<file path="config.mk">
export PLATFORM = sky130hd
export DESIGN_NAME = uart_rx_parity
export DESIGN_NICKNAME = d
export VERILOG_FILES = /design/src/rtl/uart_rx_parity.sv
export SDC_FILE = /design/constraint.sdc
export NUM_CORES = 1
export LEC_CHECK = 0
export BUFFER_PORTS_ARGS = -buffer_cell sky130_fd_sc_hd__buf_2
export CORE_UTILIZATION = 50
export DETAILED_ROUTE_END_ITERATION = 10
export PLACE_DENSITY = 0.68
export SETUP_SLACK_MARGIN = 0.05
export SYNTH_ARGS = -nofsm -noshare
export SYNTH_HDL_FRONTEND = slang
export SYNTH_SLANG_ARGS = --single-unit
export TNS_END_PERCENT = 10
</file>
<file path="constraint.sdc">
create_clock -name CLK100MHZ -period 2.6 [get_ports CLK100MHZ]
set_input_delay 0.52 -clock CLK100MHZ [delete_from_list [all_inputs] [get_ports CLK100MHZ]]
set_output_delay 0.52 -clock CLK100MHZ [all_outputs]
set_load 0.01 [all_outputs]
</file>
<file path="src/rtl/uart_rx_parity.sv">
// UART receiver, 8 data bits + parity + 1 stop, with valid/ack handshake,
// overrun tracking and break handling (WAIT_HIGH holds until the line recovers).
module uart_rx_parity #(
    parameter int CLK_FREQUENCY = 100_000_000,
    parameter int BAUD_RATE     = 115200,
    parameter int PARITY        = 0
) (
    input  logic       CLK100MHZ,
    input  logic       CPU_RESETN,
    input  logic       Rx_in,
    input  logic       Rx_ack,
    output logic [7:0] Dout,
    output logic       Rx_valid,
    output logic       Parity_error,
    output logic       Frame_error,
    output logic       Overrun,
    output logic       Busy
);

    localparam int BIT_CYCLES  = CLK_FREQUENCY / BAUD_RATE;
    localparam int HALF_CYCLES = BIT_CYCLES / 2;
    localparam int CNT_W       = $clog2(BIT_CYCLES + 1);
    localparam logic [CNT_W-1:0] BIT_LAST  = CNT_W'(BIT_CYCLES - 1);
    localparam logic [CNT_W-1:0] HALF_LAST = CNT_W'(HALF_CYCLES - 1);
    localparam logic PARITY_BIT = (PARITY != 0);

    localparam logic [2:0] IDLE      = 3'd0;
    localparam logic [2:0] START     = 3'd1;
    localparam logic [2:0] DATA      = 3'd2;
    localparam logic [2:0] PAR       = 3'd3;
    localparam logic [2:0] STOP      = 3'd4;
    localparam logic [2:0] WAIT_HIGH = 3'd5;

    logic             sync1_q, sync2_q;
    logic [1:0]       flush_q, flush_d;
    logic             armed_q, armed_d;
    logic [2:0]       state_q, state_d;
    logic [CNT_W-1:0] cnt_q, cnt_d;
    logic [2:0]       bit_q, bit_d;
    logic [7:0]       shreg_q, shreg_d;
    logic             par_err_q, par_err_d;
    logic [7:0]       dout_q, dout_d;
    logic             perr_q, perr_d;
    logic             ferr_q, ferr_d;
    logic             valid_q, valid_d;
    logic             ovr_q, ovr_d;
    logic             rx_s;
    logic             done;

    assign rx_s = sync2_q;

    always_comb begin
        flush_d   = {flush_q[0], 1'b1};
        // A start bit is only accepted once a real (post-reset) high has passed the synchronizer.
        armed_d   = armed_q | (flush_q[1] & rx_s);
        state_d   = state_q;
        cnt_d     = cnt_q;
        bit_d     = bit_q;
        shreg_d   = shreg_q;
        par_err_d = par_err_q;
        dout_d    = dout_q;
        perr_d    = perr_q;
        ferr_d    = ferr_q;
        done      = 1'b0;

        case (state_q)
            IDLE: begin
                if (armed_q && !rx_s) begin
                    cnt_d   = '0;
                    state_d = START;
                end
            end
            START: begin
                if (cnt_q == HALF_LAST) begin
                    cnt_d   = '0;
                    bit_d   = '0;
                    state_d = rx_s ? IDLE : DATA;
                end else begin
                    cnt_d = cnt_q + 1'b1;
                end
            end
            DATA: begin
                if (cnt_q == BIT_LAST) begin
                    cnt_d   = '0;
                    shreg_d = {rx_s, shreg_q[7:1]};
                    bit_d   = bit_q + 3'd1;
                    if (bit_q == 3'd7) begin
                        state_d = PAR;
                    end
                end else begin
                    cnt_d = cnt_q + 1'b1;
                end
            end
            PAR: begin
                if (cnt_q == BIT_LAST) begin
                    cnt_d     = '0;
                    par_err_d = (^shreg_q) ^ rx_s ^ PARITY_BIT;
                    state_d   = STOP;
                end else begin
                    cnt_d = cnt_q + 1'b1;
                end
            end
            STOP: begin
                if (cnt_q == BIT_LAST) begin
                    cnt_d   = '0;
                    done    = 1'b1;
                    dout_d  = shreg_q;
                    perr_d  = par_err_q;
                    ferr_d  = !rx_s;
                    state_d = rx_s ? IDLE : WAIT_HIGH;
                end else begin
                    cnt_d = cnt_q + 1'b1;
                end
            end
            WAIT_HIGH: begin
                if (rx_s) begin
                    state_d = IDLE;
                end
            end
            default: state_d = IDLE;
        endcase

        // A completing byte always wins over a simultaneous acknowledge.
        valid_d = valid_q;
        ovr_d   = ovr_q;
        if (done) begin
            valid_d = 1'b1;
            if (valid_q && !Rx_ack) begin
                ovr_d = 1'b1;
            end
        end else if (Rx_ack) begin
            valid_d = 1'b0;
            ovr_d   = 1'b0;
        end
    end

    always_ff @(posedge CLK100MHZ or negedge CPU_RESETN) begin
        if (!CPU_RESETN) begin
            sync1_q   <= 1'b1;
            sync2_q   <= 1'b1;
            flush_q   <= '0;
            armed_q   <= 1'b0;
            state_q   <= IDLE;
            cnt_q     <= '0;
            bit_q     <= '0;
            shreg_q   <= '0;
            par_err_q <= 1'b0;
            dout_q    <= '0;
            perr_q    <= 1'b0;
            ferr_q    <= 1'b0;
            valid_q   <= 1'b0;
            ovr_q     <= 1'b0;
        end else begin
            sync1_q   <= Rx_in;
            sync2_q   <= sync1_q;
            flush_q   <= flush_d;
            armed_q   <= armed_d;
            state_q   <= state_d;
            cnt_q     <= cnt_d;
            bit_q     <= bit_d;
            shreg_q   <= shreg_d;
            par_err_q <= par_err_d;
            dout_q    <= dout_d;
            perr_q    <= perr_d;
            ferr_q    <= ferr_d;
            valid_q   <= valid_d;
            ovr_q     <= ovr_d;
        end
    end

    assign Dout         = dout_q;
    assign Rx_valid     = valid_q;
    assign Parity_error = perr_q;
    assign Frame_error  = ferr_q;
    assign Overrun      = ovr_q;
    assign Busy         = (state_q != IDLE);

endmodule

</file>
==> reports/metrics.csv <==
stage,metric,value,unit
run_status,status,finished clean,
drt,drt drc,0,
global_route,Tot GR Track Use,0.188,
floorplan,width of the die,67.3,microns
floorplan,Die Ht,67.3,microns
drt,Via Count,1462,
floorplan,IO Pins,17,
hold_path,min-delay worst type,in2reg,
worst_setup_path,r2r worst-path depth,5,
yosys,Netlist cell types,48,
clocking,CTS H-tree depth,2,
worst_setup_path,Worst setup SP type,register,
timing,Slew Limit Fails,0,
power,power share of the combinational group,0.163,
clocking,root buffer cell,clkbuf_8,
drt,routed wire length,3790,microns
timing,part of the cycle the worst path needs,0.847,
power,clock power share,0.335,
place,Setup WS pre-CTS,0.424,ns
worst_setup_path,reg2reg setup slack,0.40,ns
yosys,sequential fraction of the synthesis area,0.494,
layout,diode count,0,
timing,post-route setup TNS,0,ns
clocking,post-CTS sizing,0,
timing,final hold violation count,0,
yosys,Post-Syn Instances,187,
yosys,most frequent cell after synthesis,dfrtp_1,
worst_setup_path,critical path capture point type,register,
power,pwr dens,656,nW/um^2
yosys,share of Yosys cell area claimed by the top area cell type,0.469,
power,sequential cell fraction of total power,0.502,
clocking,"CTS clk-pin slew, worst paths",0.08,ns
clocking,CTS tree,built,
timing,Final Skew,0.00504,ns
yosys,ranking of synthesized cells by area,"dfrtp_1 (47%), mux2_2 (5.8%), mux2_4 (5.6%)",
drt,initial DRC count,63,
worst_setup_path,CP endpoint,shreg_q[6]$_DFFE_PN0P_,
power,peak supply drop,308,uV
layout,fin util,0.581,
yosys,number of synthesized flops with an enable pin,0,
worst_setup_path,Critical Path RT,2.78,ns
yosys,Post-Syn Area,2130,sq um
place,RD Place Congestion,0.836,
yosys,Post-synth top cells,"dfrtp_1 (40), nand2_1 (19), o21ai_0 (16)",
floorplan,initial core utilization,0.526,
flow_run,MaxCap Viol Count,0,
timing,Max Clk Rate,454,MHz
power,P_sw,0.000460,W
clocking,clk_lat worst skew,0.29,ns
timing,minimum clock period,2.20,ns
drt,Routed wire per std cell,14.8,microns
yosys,Synthesis Warnings,0,
clocking,Post-CTS Hold Buffers,0,
clocking,Clock Sinks,42,
layout,area grow syn2layout,10.5,%
drt,post-route ant nets,0,
power,switching part of the total power,0.297,
floorplan,core outline area,4060,sq um
worst_setup_path,reg-to-reg endpoint,shreg_q[6]$_DFFE_PN0P_,
layout,Final nets,213,
drt,vias per cell,5.71,
timing,Worst Max-Slew Pin Slew,0.936,ns
clocking,Post-CTS Setup Repair Bufs,0,
power,Internal Power,0.00109,W
yosys,syn nets,195,
layout,layout cells sized above 1,0.277,
worst_setup_path,"Max FO, Critical Path",9,
yosys,syn_area_per_cell,11.4,sq um
worst_setup_path,worst setup path startpoint,cnt_q[0]$_DFFE_PN0P_,
global_route,initial antenna violation count,0,
global_route,largest net degree at the start of global routing,43,
timing,final setup fails,0,
place,DP HPWL,2610,microns
worst_setup_path,reg-to-reg startpoint,cnt_q[0]$_DFFE_PN0P_,
worst_setup_path,Crit Path Category,reg2reg,
global_route,GRT overflow,0,
drt,first-pass iteration count of the detailed router,4,
power,Pleak,1.09,nW
floorplan,FP Rows,23,
place,I/O Buffers,16,
timing,relative slew slack,0.376,
clocking,worst-case clock buffer depth,2,
floorplan,Die ar.,4530,sq um
timing,Final WS setup,0.399,ns
global_route,vias in the first global route,1330,
yosys,"FFs w/ async S/R, synth",1.00,
global_route,first-pass GRT wire length,6270,microns
yosys,register bit total from synthesis,42,
timing,unrepaired setup endpoints after global routing,false,
clocking,CTS Buf Count,5,
yosys,cell taking the most area after synthesis,dfrtp_1,
yosys,"Primary FF master, synth",dfrtp_1,
worst_setup_path,CP arrival,2.38,ns
## metal layers
metal  GRT usage  routed length [microns]
met4      0.0479                       34
met1       0.274                     1910
met5           0                        0
met2       0.273                     1700
met3      0.0507                      149
## area by class of cell
class	instances	area, sq um
Timing Repair Buffer	19	103
Multi-Input combinational cell	130	1000
Inverter	7	26.3
Fill cell	320	1700
Sequential cell	42	1050
Clock inverter	3	43.8
Tap cell	50	62.6
Clock buffer	5	68.8
## cell usage in the layout (no fill, tap or decap), types with 4 or more instances in the layout
cell type,Yosys,layout
clkbuf_8,0,5
nand2_1,19,19
inv_1,7,7
nor2b_1,5,5
or3_1,4,4
o21ai_0,16,16
xnor2_1,6,6
dfrtp_1,40,40
o211ai_1,5,5
nand4_1,4,4
mux2_2,11,11
mux2_4,8,8
ha_1,4,4
buf_2,1,16
nand3_1,5,5
## cell families (layout without fill, tap and decap cells)
group           Yosys count  count (layout)  share of synthesized area
simple gates             59              59                      0.161
flops                    42              42                      0.494
compound gates           37              37                      0.121
mux                      20              20                      0.119
buf+inv                  15              34                     0.0375
xor+xnor                  9               9                     0.0434
fa+ha+maj                 4               4                     0.0234
other cells               1               1                    0.00176
## power groups by stage
| stage | combinational [W] | sequential [W] | clock, W |
|---|---|---|---|
| 2_1_floorplan | 0.000193 | 0.000752 | 0 |
| 3_3_place_gp | 0.000246 | 0.000782 | 0 |
| 3_5_place_dp | 0.000251 | 0.000788 | 0 |
| 4_1_cts | 0.000254 | 0.000775 | 0.000526 |
| 5_1_grt | 0.000282 | 0.000788 | 0.000556 |
| 6_report | 0.000252 | 0.000777 | 0.000519 |
## worst max-delay path, cell delays in order, from the launching register on
cell	delay (ns)
dfrtp_1	0.42
ha_1	0.26
and4bb_2	0.34
nand3_2	0.10
or3_1	0.59
mux2_4	0.38
## per-stage QoR
stage / hold slack, ns / power, W / instances / cell area (sq um)
after floorplan: 0.224 / 0.000945 / 187 / 2130
after global placement: 0.342 / 0.00103 / 248 / 2250
after detailed placement: 0.344 / 0.00104 / 248 / 2250
after CTS: 0.315 / 0.00155 / 256 / 2360
after global routing: 0.305 / 0.00163 / 256 / 2360
final: 0.323 / 0.00155 / 256 / 2360
## flip-flops by register name (all words and copies together) (netlist names)
signal	cells
Dout	8
Frame_error	1
Overrun	1
Parity_error	1
Rx_valid	1
armed_q	1
bit_q	3
cnt_q	10
flush_q	2
par_err_q	1
rx_s	1
shreg_q	8
state_q	3
sync1_q	1
## worst min path at each step
stage	slack (ns)	endpoint	cells after the start	from
global route	0.30	sync1_q$_DFF_PN1_	1	Rx_in
detailed placement	0.34	flush_q[1]$_DFF_PN0_	0	flush_q[0]$_DFF_PN0_
finish	0.32	sync1_q$_DFF_PN1_	1	Rx_in
floorplan	0.22	Dout[0]$_DFFE_PN0P_	0	CPU_RESETN
CTS	0.32	sync1_q$_DFF_PN1_	1	Rx_in
global placement	0.34	flush_q[1]$_DFF_PN0_	0	flush_q[0]$_DFF_PN0_
Note: power is estimated with default switching activity, not from simulation.
